[src/rtl/mem_arb_pkg.sv]
// Shared definitions for the IF/DM byte-memory port arbiter: state encoding, size codes,
// requester ids and the size-to-byte-count helper.
package mem_arb_pkg;

    typedef logic [1:0] state_t;

    localparam state_t ST_IDLE = 2'd0;
    localparam state_t ST_XFER = 2'd1;
    localparam state_t ST_DONE = 2'd2;

    localparam logic [1:0] SZ_B = 2'b00;
    localparam logic [1:0] SZ_H = 2'b01;
    localparam logic [1:0] SZ_W = 2'b10;

    localparam logic RQ_IF = 1'b0;
    localparam logic RQ_DM = 1'b1;

    // Size code 11 is not an error: it behaves as a full word.
    function automatic logic [2:0] size_to_nbytes(input logic [1:0] size);
        case (size)
            SZ_B:    return 3'd1;
            SZ_H:    return 3'd2;
            SZ_W:    return 3'd4;
            default: return 3'd4;
        endcase
    endfunction

endpackage

[src/rtl/mem_byte_seq.sv]
// Byte sequencer: walks one access a byte per cycle, wrapping the address, driving the
// store byte and assembling load bytes into the granted port's little-endian lane.
module mem_byte_seq
    import mem_arb_pkg::*;
#(
    parameter int ADDR_W     = 8,
    parameter int WORD_BYTES = 4
) (
    input  logic                    clk,
    input  logic                    rst,
    input  logic                    start,
    input  logic                    xfer,
    input  logic                    start_id,
    input  logic                    start_we,
    input  logic [ADDR_W-1:0]       start_addr,
    input  logic [2:0]              start_nbytes,
    input  logic [8*WORD_BYTES-1:0] start_wdata,
    input  logic                    id,
    output logic                    last,
    output logic [ADDR_W-1:0]       mem_addr,
    output logic                    mem_we,
    output logic [7:0]              mem_wdata,
    input  logic [7:0]              mem_rdata,
    output logic [8*WORD_BYTES-1:0] if_rdata,
    output logic [8*WORD_BYTES-1:0] dm_rdata
);

    logic [1:0]              cnt_r;
    logic [2:0]              nbytes_r;
    logic                    we_r;
    logic [ADDR_W-1:0]       addr_r;
    logic                    mem_we_r;
    logic [7:0]              mem_wdata_r;
    logic [8*WORD_BYTES-9:0] wdata_r;
    logic [8*WORD_BYTES-1:0] if_rdata_r;
    logic [8*WORD_BYTES-1:0] dm_rdata_r;

    assign last      = ({1'b0, cnt_r} == (nbytes_r - 3'd1));
    assign mem_addr  = addr_r;
    assign mem_we    = mem_we_r;
    assign mem_wdata = mem_wdata_r;
    assign if_rdata  = if_rdata_r;
    assign dm_rdata  = dm_rdata_r;

    // Byte counter, address and store-byte pipeline; the strobe drops on the edge leaving XFER.
    always_ff @(posedge clk) begin
        if (rst) begin
            cnt_r       <= 2'd0;
            nbytes_r    <= 3'd0;
            we_r        <= 1'b0;
            addr_r      <= {ADDR_W{1'b0}};
            mem_we_r    <= 1'b0;
            mem_wdata_r <= 8'h00;
            wdata_r     <= {(8*WORD_BYTES-8){1'b0}};
        end else if (start) begin
            cnt_r       <= 2'd0;
            nbytes_r    <= start_nbytes;
            we_r        <= start_we;
            addr_r      <= start_addr;
            mem_we_r    <= start_we;
            mem_wdata_r <= start_wdata[7:0];
            wdata_r     <= start_wdata[8*WORD_BYTES-1:8];
        end else if (xfer && !last) begin
            cnt_r       <= cnt_r + 2'd1;
            addr_r      <= addr_r + ADDR_W'(1'b1);
            mem_we_r    <= we_r;
            mem_wdata_r <= wdata_r[7:0];
            wdata_r     <= {8'h00, wdata_r[8*WORD_BYTES-9:8]};
        end else begin
            mem_we_r    <= 1'b0;
        end
    end

    // Per-port read lanes: cleared only when that port is granted, so the other port's value persists.
    always_ff @(posedge clk) begin
        if (rst) begin
            if_rdata_r <= {(8*WORD_BYTES){1'b0}};
            dm_rdata_r <= {(8*WORD_BYTES){1'b0}};
        end else if (start) begin
            if (start_id == RQ_DM) begin
                dm_rdata_r <= {(8*WORD_BYTES){1'b0}};
            end else begin
                if_rdata_r <= {(8*WORD_BYTES){1'b0}};
            end
        end else if (xfer && !we_r) begin
            if (id == RQ_DM) begin
                dm_rdata_r[{cnt_r, 3'b000} +: 8] <= mem_rdata;
            end else begin
                if_rdata_r[{cnt_r, 3'b000} +: 8] <= mem_rdata;
            end
        end else begin
            if_rdata_r <= if_rdata_r;
            dm_rdata_r <= dm_rdata_r;
        end
    end

endmodule

[src/rtl/mem_port_arbiter.sv]
// Arbiter sharing one byte-wide memory between instruction fetch and load/store.
// Fixed DM-over-IF priority by default; define MEM_ARB_RR_EN for round-robin arbitration.
module mem_port_arbiter
    import mem_arb_pkg::*;
#(
    parameter int ADDR_W     = 8,
    parameter int WORD_BYTES = 4
) (
    input  logic                    clk,
    input  logic                    rst,
    input  logic                    if_req,
    input  logic [ADDR_W-1:0]       if_addr,
    output logic [8*WORD_BYTES-1:0] if_rdata,
    output logic                    if_done,
    input  logic                    dm_req,
    input  logic                    dm_we,
    input  logic [1:0]              dm_size,
    input  logic [ADDR_W-1:0]       dm_addr,
    input  logic [8*WORD_BYTES-1:0] dm_wdata,
    output logic [8*WORD_BYTES-1:0] dm_rdata,
    output logic                    dm_done,
    output logic [ADDR_W-1:0]       mem_addr,
    output logic                    mem_we,
    output logic [7:0]              mem_wdata,
    input  logic [7:0]              mem_rdata,
    output logic                    busy
);

    state_t state_r;
    state_t state_nxt_s;
    logic   grant_s;
    logic   gnt_id_s;
    logic   gnt_id_r;
    logic   if_done_r;
    logic   dm_done_r;
    logic   busy_r;
    logic   xfer_s;
    logic   last_s;
    logic   is_dm_s;
`ifdef MEM_ARB_RR_EN
    logic   last_dm_r;
`endif

    assign xfer_s  = (state_r == ST_XFER);
    assign is_dm_s = (gnt_id_s == RQ_DM);
    assign if_done = if_done_r;
    assign dm_done = dm_done_r;
    assign busy    = busy_r;

    // Requester selection; a losing request is simply left pending.
    always_comb begin
        gnt_id_s = RQ_IF;
`ifdef MEM_ARB_RR_EN
        if (dm_req && if_req) begin
            gnt_id_s = last_dm_r ? RQ_IF : RQ_DM;
        end else if (dm_req) begin
            gnt_id_s = RQ_DM;
        end else begin
            gnt_id_s = RQ_IF;
        end
`else
        if (dm_req) begin
            gnt_id_s = RQ_DM;
        end else begin
            gnt_id_s = RQ_IF;
        end
`endif
    end

    // IDLE -> XFER -> DONE -> IDLE; grants only happen from IDLE.
    always_comb begin
        state_nxt_s = state_r;
        grant_s     = 1'b0;
        case (state_r)
            ST_IDLE: begin
                if (dm_req || if_req) begin
                    grant_s     = 1'b1;
                    state_nxt_s = ST_XFER;
                end else begin
                    state_nxt_s = ST_IDLE;
                end
            end
            ST_XFER: begin
                if (last_s) begin
                    state_nxt_s = ST_DONE;
                end else begin
                    state_nxt_s = ST_XFER;
                end
            end
            ST_DONE: state_nxt_s = ST_IDLE;
            default: state_nxt_s = ST_IDLE;
        endcase
    end

    // State, grant owner and registered done/busy flags.
    always_ff @(posedge clk) begin
        if (rst) begin
            state_r   <= ST_IDLE;
            gnt_id_r  <= RQ_IF;
            if_done_r <= 1'b0;
            dm_done_r <= 1'b0;
            busy_r    <= 1'b0;
        end else begin
            state_r   <= state_nxt_s;
            gnt_id_r  <= grant_s ? gnt_id_s : gnt_id_r;
            if_done_r <= xfer_s && last_s && (gnt_id_r == RQ_IF);
            dm_done_r <= xfer_s && last_s && (gnt_id_r == RQ_DM);
            busy_r    <= (state_nxt_s != ST_IDLE);
        end
    end

`ifdef MEM_ARB_RR_EN
    // Remembers who was granted last; resets to "IF last" so DM wins the first tie.
    always_ff @(posedge clk) begin
        if (rst) begin
            last_dm_r <= 1'b0;
        end else if (grant_s) begin
            last_dm_r <= is_dm_s;
        end else begin
            last_dm_r <= last_dm_r;
        end
    end
`endif

    mem_byte_seq #(
        .ADDR_W     (ADDR_W),
        .WORD_BYTES (WORD_BYTES)
    ) u_seq (
        .clk          (clk),
        .rst          (rst),
        .start        (grant_s),
        .xfer         (xfer_s),
        .start_id     (gnt_id_s),
        .start_we     (is_dm_s && dm_we),
        .start_addr   (is_dm_s ? dm_addr : if_addr),
        .start_nbytes (is_dm_s ? size_to_nbytes(dm_size) : 3'd4),
        .start_wdata  (is_dm_s ? dm_wdata : {(8*WORD_BYTES){1'b0}}),
        .id           (gnt_id_r),
        .last         (last_s),
        .mem_addr     (mem_addr),
        .mem_we       (mem_we),
        .mem_wdata    (mem_wdata),
        .mem_rdata    (mem_rdata),
        .if_rdata     (if_rdata),
        .dm_rdata     (dm_rdata)
    );

endmodule

[config.mk]
export PLATFORM = sky130hd
export DESIGN_NAME = mem_port_arbiter
export DESIGN_NICKNAME = d
export VERILOG_FILES = /design/src/rtl/mem_arb_pkg.sv /design/src/rtl/mem_byte_seq.sv /design/src/rtl/mem_port_arbiter.sv
export SDC_FILE = /design/constraint.sdc
export NUM_CORES = 1
export LEC_CHECK = 0
export CORE_MARGIN = 1.5
export CORE_UTILIZATION = 50
export CTS_CLUSTER_DIAMETER = 150
export DETAILED_ROUTE_END_ITERATION = 12
export DONT_BUFFER_PORTS = 1
export HOLD_SLACK_MARGIN = 0.12
export SYNTH_ARGS = -nofsm -noshare
export SYNTH_HDL_FRONTEND = slang
export SYNTH_SLANG_ARGS = --single-unit
[constraint.sdc]
create_clock -name clk -period 2.4 [get_ports clk]
set_input_delay 0.36 -clock clk [delete_from_list [all_inputs] [get_ports clk]]
set_output_delay 0.36 -clock clk [all_outputs]
set_load 0.03 [all_outputs]
==> results of run 1 <==
[cell usage after synthesis (3+ instances only)]
| library cell | instances | area (µm²) |
|---|---|---|
| sky130_fd_sc_hd__a211oi_1 | 4 | 30.0 |
| sky130_fd_sc_hd__a21o_1 | 4 | 30.0 |
| sky130_fd_sc_hd__a21oi_1 | 45 | 225 |
| sky130_fd_sc_hd__a22o_1 | 33 | 289 |
| sky130_fd_sc_hd__a311oi_1 | 26 | 228 |
| sky130_fd_sc_hd__buf_2 | 10 | 50.1 |
| sky130_fd_sc_hd__buf_4 | 3 | 22.5 |
| sky130_fd_sc_hd__buf_6 | 4 | 45.0 |
| sky130_fd_sc_hd__clkbuf_1 | 28 | 105 |
| sky130_fd_sc_hd__dfxtp_1 | 117 | 2340 |
| sky130_fd_sc_hd__ha_1 | 7 | 87.6 |
| sky130_fd_sc_hd__inv_1 | 14 | 52.6 |
| sky130_fd_sc_hd__mux2i_1 | 3 | 30.0 |
| sky130_fd_sc_hd__nand2_1 | 35 | 131 |
| sky130_fd_sc_hd__nand3_1 | 28 | 140 |
| sky130_fd_sc_hd__nand4_1 | 35 | 219 |
| sky130_fd_sc_hd__nor2_1 | 10 | 37.5 |
| sky130_fd_sc_hd__nor2b_1 | 12 | 75.1 |
| sky130_fd_sc_hd__nor3_1 | 30 | 150 |
| sky130_fd_sc_hd__nor4b_1 | 3 | 26.3 |
| sky130_fd_sc_hd__o21ai_0 | 37 | 185 |
| sky130_fd_sc_hd__o21bai_1 | 3 | 22.5 |
| sky130_fd_sc_hd__o2bb2ai_2 | 6 | 90.1 |
| sky130_fd_sc_hd__o31ai_1 | 3 | 22.5 |
| sky130_fd_sc_hd__xnor2_1 | 3 | 26.3 |
[cells in the final DEF, fill, tap and decap left out, drive strengths merged, types with 4 or more instances in the layout]
cell type	synthesis	routed
nand4	35	35
dfxtp	117	117
a211oi	4	4
nor2	10	10
nor2b	12	12
a21oi	46	46
o2bb2ai	7	7
nand3	28	28
a311oi	26	26
nand2	35	35
o21ai	37	37
buf	19	17
clkinv	0	5
nor3	31	31
nor4	4	4
ha	7	7
inv	14	17
clkbuf	28	18
a21o	5	5
dlygate4sd3	0	47
a22o	33	33
[worst reg2reg max path, cell delays in order, from the launching register on]
cell and delay, ns:
sky130_fd_sc_hd__dfxtp_1 0.36, sky130_fd_sc_hd__inv_1 0.06, sky130_fd_sc_hd__ha_1 0.30, sky130_fd_sc_hd__xor2_1 0.20
sky130_fd_sc_hd__a31o_1 0.32, sky130_fd_sc_hd__or4_1 0.54, sky130_fd_sc_hd__a311oi_1 0.32
[cell type report]
class | instances | share of cell area
clock buffers | 18 | 0.0681
repair buffers | 64 | 0.100
multi-input cells | 367 | 0.396
clock inverters | 14 | 0.0279
flip-flops and latches | 117 | 0.373
well taps | 133 | 0.0265
inverters | 14 | 0.00837
[worst max-delay path by stage]
stage	start	endpoint	depth (start not counted)
after detailed placement	u_seq.nbytes_r[0]	u_seq.wdata_r[18]	6
after floorplan	u_seq.cnt_r[0]	u_seq.if_rdata[16]	8
final	u_seq.nbytes_r[0]	u_seq.mem_addr[5]	6
after CTS	u_seq.nbytes_r[0]	u_seq.wdata_r[18]	6
after global routing	u_seq.nbytes_r[0]	u_seq.mem_addr[5]	6
after global placement	u_seq.nbytes_r[0]	u_seq.wdata_r[16]	6
[per-stage QoR]
stage          hold WS [ns]  setup slack [ns]  instance area (µm²)  power [µW]  utilization
2_1_floorplan         0.432             0.266                 5090        2660            -
3_3_place_gp          0.441             0.233                 5170        2760        0.527
3_5_place_dp          0.441            0.0903                 5170        2770        0.527
4_1_cts               0.128            0.0634                 6270        5440        0.639
5_1_grt               0.143            0.0844                 6280        5620        0.640
6_report              0.136             0.211                 6280        5420        0.640
[sequential cells by signal (all words and copies together), names as in the netlist]
name	flops
u_seq.dm_rdata	32
u_seq.if_rdata	32
u_seq.wdata_r	24
u_seq.mem_addr	8
u_seq.mem_wdata	8
u_seq.nbytes_r	3
state_r	2
u_seq.cnt_r	2
busy	1
dm_done	1
gnt_id_r	1
if_done	1
u_seq.mem_we	1
u_seq.we_r	1
[routing by layer]
layer  routed length, µm  track usage
met3                1080       0.0796
met5                   0            0
met1                6370        0.365
met4                 239       0.0933
met2                6660        0.401
[power groups by stage]
stage	clock network, µW	logic [µW]	registers [µW]
after floorplan	0	439	2220
after global placement	0	523	2240
after detailed placement	0	538	2240
after CTS	2600	644	2200
after global routing	2700	714	2210
final	2570	651	2200
[logic make-up (layout without fill, tap and decap cells)]
| group | count (synthesis) | in the layout |
|---|---|---|
| simple gates | 174 | 174 |
| mux | 4 | 4 |
| fa+ha+maj | 7 | 7 |
| compound gates | 177 | 177 |
| xor+xnor | 5 | 5 |
| flops | 117 | 117 |
| buf+inv | 61 | 110 |
[what timing repair did]
item | in CTS | in global routing
hold endpoints to repair | 90 | 0
setup buffers | 0 | 0
hold buffers | 48 | 0
setup endpoints to repair | 0 | 21
resized for setup | 0 | 2
==> flow_summary.html, run 1 <==
<table>
<tr><th>Metric</th><th>Value</th></tr>
<tr><th colspan="2">Global routing</th></tr>
<tr><td>Antenna violations before repair</td><td>0</td></tr>
<tr><td>Maximum number of pins on one net before global-route repair</td><td>79</td></tr>
<tr><td>Sum of overflow across all layers after global routing</td><td>0</td></tr>
<tr><td>Wire length of the first global-routing pass</td><td>23,300 µm</td></tr>
<tr><td>GR Util All Layers</td><td>0.267</td></tr>
<tr><td>Vias in the first global route</td><td>4,393</td></tr>
<tr><th colspan="2">Timing</th></tr>
<tr><td>Max-slew headroom</td><td>0.285</td></tr>
<tr><td>Minimum clock period</td><td>2.19 ns</td></tr>
<tr><td>Unrepaired setup endpoints after global routing</td><td>false</td></tr>
<tr><td>Transition time at the pin with the least slew margin</td><td>1.07 ns</td></tr>
<tr><td>Count of endpoints failing setup in the final report</td><td>0</td></tr>
<tr><td>Number of endpoints with negative hold slack in the final report</td><td>0</td></tr>
<tr><td>Max-slew violation total from the final report</td><td>0</td></tr>
<tr><td>Post-route setup TNS</td><td>0 ns</td></tr>
<tr><td>Skew final</td><td>0.00884 ns</td></tr>
<tr><td>Maximum clock frequency</td><td>0.457 GHz</td></tr>
<tr><td>Final cycle utilization of the critical path</td><td>0.912</td></tr>
<tr><th colspan="2">Power</th></tr>
<tr><td>Sequential group share of total power</td><td>0.405</td></tr>
<tr><td>Comb pwr share</td><td>0.120</td></tr>
<tr><td>IR Drop Worst-Case VDD</td><td>0.488 mV</td></tr>
<tr><td>LEAKAGE</td><td>0.00219 µW</td></tr>
<tr><td>Part of the total power dissipated in the clock network</td><td>0.474</td></tr>
<tr><td>Internal Power</td><td>3900 µW</td></tr>
<tr><td>Switching Share</td><td>0.280</td></tr>
<tr><td>Switching power</td><td>1510 µW</td></tr>
<tr><td>Power density over cell area</td><td>862 nW/µm²</td></tr>
<tr><th colspan="2">Synth</th></tr>
<tr><td>Post-synthesis cell type count</td><td>54</td></tr>
<tr><td>Number of storage elements in the synthesis netlist</td><td>117</td></tr>
<tr><td>Simple-gate share of the synthesized area</td><td>0.190</td></tr>
<tr><td>Net count after synthesis</td><td>615</td></tr>
<tr><td>Xor and xnor area share after synthesis</td><td>0.00861</td></tr>
<tr><td>Netlist area before placement</td><td>5090 µm²</td></tr>
<tr><td>Synthesized-area fraction occupied by ao, oa, aoi and oai cells</td><td>0.260</td></tr>
<tr><td>Ys flop type</td><td>sky130_fd_sc_hd__dfxtp_1</td></tr>
<tr><td>Sequential fraction of the synthesis area</td><td>0.461</td></tr>
<tr><td>Count of warnings emitted by yosys</td><td>0</td></tr>
<tr><td>Number of synthesized flops with an enable pin</td><td>0</td></tr>
<tr><td>Post-synthesis adder-cell area fraction</td><td>0.0172</td></tr>
<tr><td>Dominant combinational cell family by area after synthesis</td><td>compound AO/OA/AOI/OAI gates</td></tr>
<tr><td>Portion of netlist area occupied by mux cells</td><td>0.00812</td></tr>
<tr><td>Average size of a mapped cell</td><td>9.33 µm²</td></tr>
<tr><td>Number of cells produced by synthesis</td><td>545</td></tr>
<tr><td>Fraction of synthesis flops using an asynchronous set or reset pin</td><td>0</td></tr>
<tr><th colspan="2">Route</th></tr>
<tr><td>Detailed-route wire length</td><td>14,300 µm</td></tr>
<tr><td>DRC marker count from the first detailed-route iteration</td><td>339</td></tr>
<tr><td>Wire length per cell</td><td>19.7 µm</td></tr>
<tr><td>Via count</td><td>4,551</td></tr>
<tr><td>First-pass iteration count of the detailed router</td><td>5</td></tr>
<tr><td>Antenna Nets Post-Route</td><td>0</td></tr>
<tr><td>Vias per cell</td><td>6.26</td></tr>
<tr><td>Total DRC errors in the routed layout</td><td>0</td></tr>
<tr><th colspan="2">Worst setup path</th></tr>
<tr><td>Number of buffers and inverters on the critical path</td><td>1</td></tr>
<tr><td>Arrival time reported for the critical path endpoint</td><td>2.60 ns</td></tr>
<tr><td>Source of the worst register-to-register timing path</td><td>u_seq.nbytes_r[0]</td></tr>
<tr><td>Worst reg2reg path depth</td><td>6</td></tr>
<tr><td>Worst setup path category</td><td>register to register</td></tr>
<tr><td>Worst setup EP type</td><td>register</td></tr>
<tr><td>Capture point of the worst reg-to-reg path</td><td>u_seq.mem_addr[5]</td></tr>
<tr><td>Family of cells with the greatest summed delay on the critical path</td><td>compound AO/OA/AOI/OAI gates</td></tr>
<tr><td>Worst stage delay on the critical path</td><td>0.54 ns</td></tr>
<tr><td>Chain of cells forming the critical path</td><td>inv_1, ha_1, xor2_1, a31o_1, or4_1, a311oi_1</td></tr>
<tr><td>Slowest stage cell on the critical path</td><td>sky130_fd_sc_hd__or4_1</td></tr>
<tr><td>Critical path required time</td><td>2.81 ns</td></tr>
<tr><td>Critical path launch point type</td><td>register</td></tr>
<tr><td>Register-to-register setup slack</td><td>0.21 ns</td></tr>
<tr><td>Largest fanout on the critical path</td><td>9</td></tr>
<tr><th colspan="2">CTS</th></tr>
<tr><td>Clock Tree Root</td><td>sky130_fd_sc_hd__clkbuf_8</td></tr>
<tr><td>CTS H-tree lvls</td><td>4</td></tr>
<tr><td>Clock insertion delay at the later pin of the skew report</td><td>0.51 ns</td></tr>
<tr><td>Number of buffers between clock root and the deepest sink</td><td>2</td></tr>
<tr><td>Total clock buffers created by CTS</td><td>17</td></tr>
<tr><td>Sink Count</td><td>117</td></tr>
<tr><td>Clock slew seen by the registers of the worst setup and hold paths</td><td>0.06 ns</td></tr>
<tr><td>Clock tree from TritonCTS</td><td>built</td></tr>
<tr><th colspan="2">Cells and area</th></tr>
<tr><td>Footprint of the flip-flops and latches</td><td>2340 µm²</td></tr>
<tr><td>Fraction of final layout cells sized beyond drive strength 1</td><td>0.121</td></tr>
<tr><td># diodes</td><td>0</td></tr>
<tr><td>Number of non-filler instances in the completed layout</td><td>727</td></tr>
<tr><td>Area growth, synth to finish</td><td>23.5%</td></tr>
<tr><td>Final net count</td><td>651</td></tr>
<tr><td>Area taken by multi-input logic gates</td><td>2490 µm²</td></tr>
<tr><td>Fill count</td><td>882</td></tr>
<tr><th colspan="2">Placement</th></tr>
<tr><td>Last weighted congestion value of the routability-driven placer</td><td>0.811</td></tr>
<tr><td>Count of port buffers added during placement</td><td>0</td></tr>
<tr><td>Post-placement cell count</td><td>647</td></tr>
<tr><td>Hpwl dp</td><td>9070 µm</td></tr>
<tr><th colspan="2">Floorplan</th></tr>
<tr><td>Std cell rows</td><td>36</td></tr>
<tr><td>Total Die Area</td><td>10,800 µm²</td></tr>
<tr><td>Die extent in y</td><td>104 µm</td></tr>
<tr><td>Horizontal extent of the die</td><td>104 µm</td></tr>
<tr><td>Initial core utilization</td><td>0.518</td></tr>
<tr><td>Number of top-level pins</td><td>147</td></tr>
<tr><td>Total core area</td><td>9820 µm²</td></tr>
<tr><th colspan="2">Min path</th></tr>
<tr><td>Path class of the lowest-slack min-delay path</td><td>input pin to register</td></tr>
<tr><td>End of the worst hold path</td><td>u_seq.if_rdata[11]</td></tr>
<tr><td>Origin of the worst min-delay path</td><td>rst</td></tr>
<tr><td>Cell depth of the worst hold path</td><td>3</td></tr>
<tr><th colspan="2">Status</th></tr>
<tr><td>Outcome</td><td>completed</td></tr>
<tr><th colspan="2">Flow run</th></tr>
<tr><td>Max-capacitance violation count</td><td>0</td></tr>
</table>
No activity file was read; power rests on OpenSTA's default activity.
==> run 2, diff against run 1 <==
--- a/config.mk
+++ b/config.mk
@@ -5,11 +5,13 @@
 export SDC_FILE = /design/constraint.sdc
 export NUM_CORES = 1
 export LEC_CHECK = 0
+export ABC_AREA = 1
 export CORE_MARGIN = 1.5
 export CORE_UTILIZATION = 50
 export CTS_CLUSTER_DIAMETER = 150
 export DETAILED_ROUTE_END_ITERATION = 12
 export DONT_BUFFER_PORTS = 1
+export GPL_ROUTABILITY_DRIVEN = 0
 export HOLD_SLACK_MARGIN = 0.12
 export SYNTH_ARGS = -nofsm -noshare
 export SYNTH_HDL_FRONTEND = slang
==> run 2 against run 1 <==
Sequential cell count is the same. Global-route usage shrank 1.0 points. Sequential power grew 11%. Area after synthesis grew 5.9%. Clock power grew 6%. Register-to-register slack lost 0.05 ns. Setup slack lost 0.046 ns. Highest routed layer unchanged.
==> flow_summary.html, run 2 <==
<table>
<tr><th>Metric</th><th>Value</th></tr>
<tr><th colspan="2">Status</th></tr>
<tr><td>Outcome</td><td>completed</td></tr>
<tr><th colspan="2">Synth</th></tr>
<tr><td>Fraction of synthesized cell area taken by the top area cell type</td><td>0.435 (-0.0257)</td></tr>
<tr><td>Net count after synthesis</td><td>882 (+43%)</td></tr>
<tr><td>Netlist area before placement</td><td>5390 µm² (+5.9%)</td></tr>
<tr><td>Number of cells produced by synthesis</td><td>812 (+49%)</td></tr>
<tr><td>Post-synth top cells</td><td>248 x sky130_fd_sc_hd__nand2_1, 152 x sky130_fd_sc_hd__nor2_1, 117 x sky130_fd_sc_hd__dfxtp_1, 61 x sky130_fd_sc_hd__inv_1, 52 x sky130_fd_sc_hd__a21oi_1</td></tr>
<tr><td>Number of synthesized flops with an enable pin</td><td>0 (unchanged)</td></tr>
<tr><td>Sequential fraction of the synthesis area</td><td>0.435 (-0.0257)</td></tr>
<tr><td>Average size of a mapped cell</td><td>6.63 µm² (-29%)</td></tr>
<tr><td>Ys flop type</td><td>sky130_fd_sc_hd__dfxtp_1</td></tr>
<tr><td>Number of storage elements in the synthesis netlist</td><td>117 (unchanged)</td></tr>
<tr><td>Cells taking the most area after synthesis</td><td>sky130_fd_sc_hd__dfxtp_1 43%, sky130_fd_sc_hd__nand2_1 17%, sky130_fd_sc_hd__nor2_1 11%</td></tr>
<tr><td>Most repeated cell in the gate-level netlist after synthesis</td><td>sky130_fd_sc_hd__nand2_1</td></tr>
<tr><td>Post-synthesis cell type count</td><td>27 (-50%)</td></tr>
<tr><td>Fraction of synthesis flops using an asynchronous set or reset pin</td><td>0 (unchanged)</td></tr>
<tr><td>Count of warnings emitted by yosys</td><td>0 (unchanged)</td></tr>
<tr><td>Library cell with the largest summed area after synthesis</td><td>sky130_fd_sc_hd__dfxtp_1</td></tr>
<tr><th colspan="2">Route</th></tr>
<tr><td>Wire length per cell</td><td>14.3 µm (-28%)</td></tr>
<tr><td>Antenna Nets Post-Route</td><td>0 (unchanged)</td></tr>
<tr><td>Total DRC errors in the routed layout</td><td>0 (unchanged)</td></tr>
<tr><td>Via count</td><td>5,092 (+12%)</td></tr>
<tr><td>Detailed-route wire length</td><td>14,200 µm (-1.3%)</td></tr>
<tr><td>First-pass iteration count of the detailed router</td><td>8 (+3)</td></tr>
<tr><td>DRC marker count from the first detailed-route iteration</td><td>317 (-6.5%)</td></tr>
<tr><td>Vias per cell</td><td>5.14 (-18%)</td></tr>
<tr><th colspan="2">Floorplan</th></tr>
<tr><td>Std cell rows</td><td>37 (+2.8%)</td></tr>
<tr><td>Die extent in y</td><td>107 µm (+2.8%)</td></tr>
<tr><td>Horizontal extent of the die</td><td>107 µm (+2.8%)</td></tr>
<tr><td>Total core area</td><td>10,400 µm² (+5.6%)</td></tr>
<tr><td>Number of top-level pins</td><td>147 (unchanged)</td></tr>
<tr><td>Total Die Area</td><td>11,400 µm² (+5.7%)</td></tr>
<tr><td>Initial core utilization</td><td>0.519 (+0.00146)</td></tr>
<tr><th colspan="2">Timing</th></tr>
<tr><td>Transition time at the pin with the least slew margin</td><td>0.583 ns (-0.487 ns)</td></tr>
<tr><td>Count of endpoints failing setup in the final report</td><td>0 (unchanged)</td></tr>
<tr><td>Maximum clock frequency</td><td>0.447 GHz (-2.1%)</td></tr>
<tr><td>Minimum clock period</td><td>2.24 ns (+0.0464 ns)</td></tr>
<tr><td>Max-slew violation total from the final report</td><td>0 (unchanged)</td></tr>
<tr><td>Final cycle utilization of the critical path</td><td>0.931 (+0.0193)</td></tr>
<tr><td>Skew final</td><td>0.00570 ns (-0.00315 ns)</td></tr>
<tr><td>Number of endpoints with negative hold slack in the final report</td><td>0 (unchanged)</td></tr>
<tr><td>Max-slew headroom</td><td>0.610 (+0.325)</td></tr>
<tr><td>Unrepaired setup endpoints after global routing</td><td>false</td></tr>
<tr><td>Post-route setup TNS</td><td>0 ns (unchanged)</td></tr>
<tr><th colspan="2">Power</th></tr>
<tr><td>IR Drop Worst-Case VDD</td><td>0.519 mV (+6.4%)</td></tr>
<tr><td>Total power after layout</td><td>5960 µW (+10%)</td></tr>
<tr><td>Power density over cell area</td><td>918 nW/µm² (+6.4%)</td></tr>
<tr><td>LEAKAGE</td><td>0.00290 µW (+32%)</td></tr>
<tr><th colspan="2">Flow run</th></tr>
<tr><td>Max-capacitance violation count</td><td>0 (unchanged)</td></tr>
<tr><th colspan="2">Cells and area</th></tr>
<tr><td>Final standard cell utilization of the core</td><td>0.626 (-0.0132)</td></tr>
<tr><td>Final net count</td><td>912 (+40%)</td></tr>
<tr><td>Fill count</td><td>983 (+11%)</td></tr>
<tr><td>Leading cell type in the layout, fill and taps excluded</td><td>sky130_fd_sc_hd__nand2_1</td></tr>
<tr><td>Number of non-filler instances in the completed layout</td><td>991 (+36%)</td></tr>
<tr><td>Area growth, synth to finish</td><td>20.6%</td></tr>
<tr><td>Highest-count cells in the layout ignoring fill and taps</td><td>248 x sky130_fd_sc_hd__nand2_1, 152 x sky130_fd_sc_hd__nor2_1, 117 x sky130_fd_sc_hd__dfxtp_1</td></tr>
<tr><td># diodes</td><td>0 (unchanged)</td></tr>
<tr><td>Fraction of final layout cells sized beyond drive strength 1</td><td>0.0678 (-0.0534)</td></tr>
<tr><th colspan="2">Worst setup path</th></tr>
<tr><td>Worst setup EP type</td><td>register</td></tr>
<tr><td>Arrival time reported for the critical path endpoint</td><td>2.68 ns (+0.08 ns)</td></tr>
<tr><td>Largest fanout on the critical path</td><td>32 (+23)</td></tr>
<tr><td>Worst setup path category</td><td>register to register</td></tr>
<tr><td>Critical path required time</td><td>2.84 ns (+0.03 ns)</td></tr>
<tr><td>Critical path launch point type</td><td>register</td></tr>
<tr><th colspan="2">Global routing</th></tr>
<tr><td>Layer carrying the most global-route usage</td><td>met2</td></tr>
<tr><td>Vias in the first global route</td><td>4,977 (+13%)</td></tr>
<tr><td>Wire length of the first global-routing pass</td><td>23,300 µm (unchanged)</td></tr>
<tr><td>GR Util All Layers</td><td>0.257 (-0.0101)</td></tr>
<tr><td>Antenna violations before repair</td><td>0 (unchanged)</td></tr>
<tr><td>Global-route met3 utilization</td><td>0.0815 (+0.00189)</td></tr>
<tr><td>Sum of overflow across all layers after global routing</td><td>0 (unchanged)</td></tr>
<tr><td>Met1 Usage GRT</td><td>0.286 (-0.0782)</td></tr>
<tr><td>Maximum number of pins on one net before global-route repair</td><td>44 (-44%)</td></tr>
<tr><td>Met2 layer usage reported by global route</td><td>0.452 (+0.0512)</td></tr>
<tr><th colspan="2">CTS</th></tr>
<tr><td>Clock tree from TritonCTS</td><td>built</td></tr>
<tr><td>Clock slew seen by the registers of the worst setup and hold paths</td><td>0.06 ns (about the same)</td></tr>
<tr><td>Number of buffers between clock root and the deepest sink</td><td>2 (unchanged)</td></tr>
<tr><td>Clock Tree Root</td><td>sky130_fd_sc_hd__clkbuf_8</td></tr>
<tr><td>Clock insertion delay at the later pin of the skew report</td><td>0.51 ns (about the same)</td></tr>
<tr><td>Total clock buffers created by CTS</td><td>17 (unchanged)</td></tr>
<tr><td>Sink Count</td><td>117 (unchanged)</td></tr>
<tr><td>CTS H-tree lvls</td><td>4 (unchanged)</td></tr>
<tr><th colspan="2">Placement</th></tr>
<tr><td>Post-placement cell count</td><td>920 (+42%)</td></tr>
<tr><td>Count of port buffers added during placement</td><td>0 (unchanged)</td></tr>
<tr><td>Hpwl dp</td><td>9510 µm (+4.9%)</td></tr>
<tr><th colspan="2">Min path</th></tr>
<tr><td>Path class of the lowest-slack min-delay path</td><td>input pin to register</td></tr>
</table>
-- run 2: cell count changes after synthesis, sizes merged, moves of 7 or more --
cell and change:
a22o -33, a311oi -26, buf +9, clkbuf -18, inv +55, nand2 +220
nand3 +15, nand4 -22, nor2 +143, nor2b -12, nor3 -13, o21a +10
o2bb2ai -7
-- run 2: cell families after synthesis --
kind of cell,count (synthesis),synth area share
xor+xnor,1,0.00163
compound gates,97,0.0978
simple gates,482,0.364
flops,117,0.435
buf+inv,108,0.0850
fa+ha+maj,7,0.0163
-- run 2: layout make-up --
cell class                 instances  area (µm²)  share of cell area
multi-input combinational        587        2590               0.398
clock inverter                     9         173              0.0266
sequential                       117        2340               0.361
clock buffer                      23         467              0.0718
inverter                          70         263              0.0404
timing repair buffer              49         495              0.0763
tap                              136         170              0.0262
-- run 2: metal layers --
metal | share of wire | vias to the layer above
li1 | - | 2616
met5 | 0 | -
met3 | 0.069 | 18
met1 | 0.41 | 2298
met2 | 0.50 | 160
met4 | 0.017 | 0
-- run 2: final timing paths --
check,cells past startpoint,start,slack [ns],end
setup reg to reg,9,state_r[0],0.16,u_seq.mem_addr[1]
hold reg to reg,2,u_seq.wdata_r[16],0.48,u_seq.wdata_r[16]
hold / removal,6,dm_wdata[14],0.14,u_seq.wdata_r[6]
setup / recovery,9,state_r[0],0.16,u_seq.mem_addr[1]
-- run 2: report_power, final --
part	internal [µW]	total [µW]	leakage, µW	switching (µW)
registers	2100	2440	0.000959	334
clock network	1870	2720	0.000312	853
logic	294	802	0.00163	508
total	4270	5960	0.00290	1700
-- run 2: per-stage QoR --
stage	hold slack, ns	worst slack, ns	instance area (µm²)
6_report	0.139	0.165	6500
5_1_grt	0.139	0.0106	6500
4_1_cts	0.121	0.112	6490
3_5_place_dp	0.434	0.476	5450
3_3_place_gp	0.433	0.540	5450
2_1_floorplan	0.413	0.793	5390
-- run 2: worst max-delay path: stages, from the launching register on --
cell and delay, ns:
sky130_fd_sc_hd__dfxtp_1 0.43, sky130_fd_sc_hd__nor2_4 0.07, sky130_fd_sc_hd__o21ai_4 0.23, sky130_fd_sc_hd__buf_4 0.26
sky130_fd_sc_hd__buf_6 0.25, sky130_fd_sc_hd__nand2_1 0.09, sky130_fd_sc_hd__nand3_1 0.11, sky130_fd_sc_hd__dlygate4sd3_1 0.58
sky130_fd_sc_hd__nor2_1 0.05, sky130_fd_sc_hd__nor2_1 0.09
-- run 2: what timing repair did --
| item | CTS | global route |
|---|---|---|
| setup endpoints to repair | 0 | 4 |
| endpoints found under the hold margin | 66 | 0 |
| hold buffers | 39 | 0 |
| gates resized for setup | 0 | 2 |
| buffers inserted | 0 | 0 |
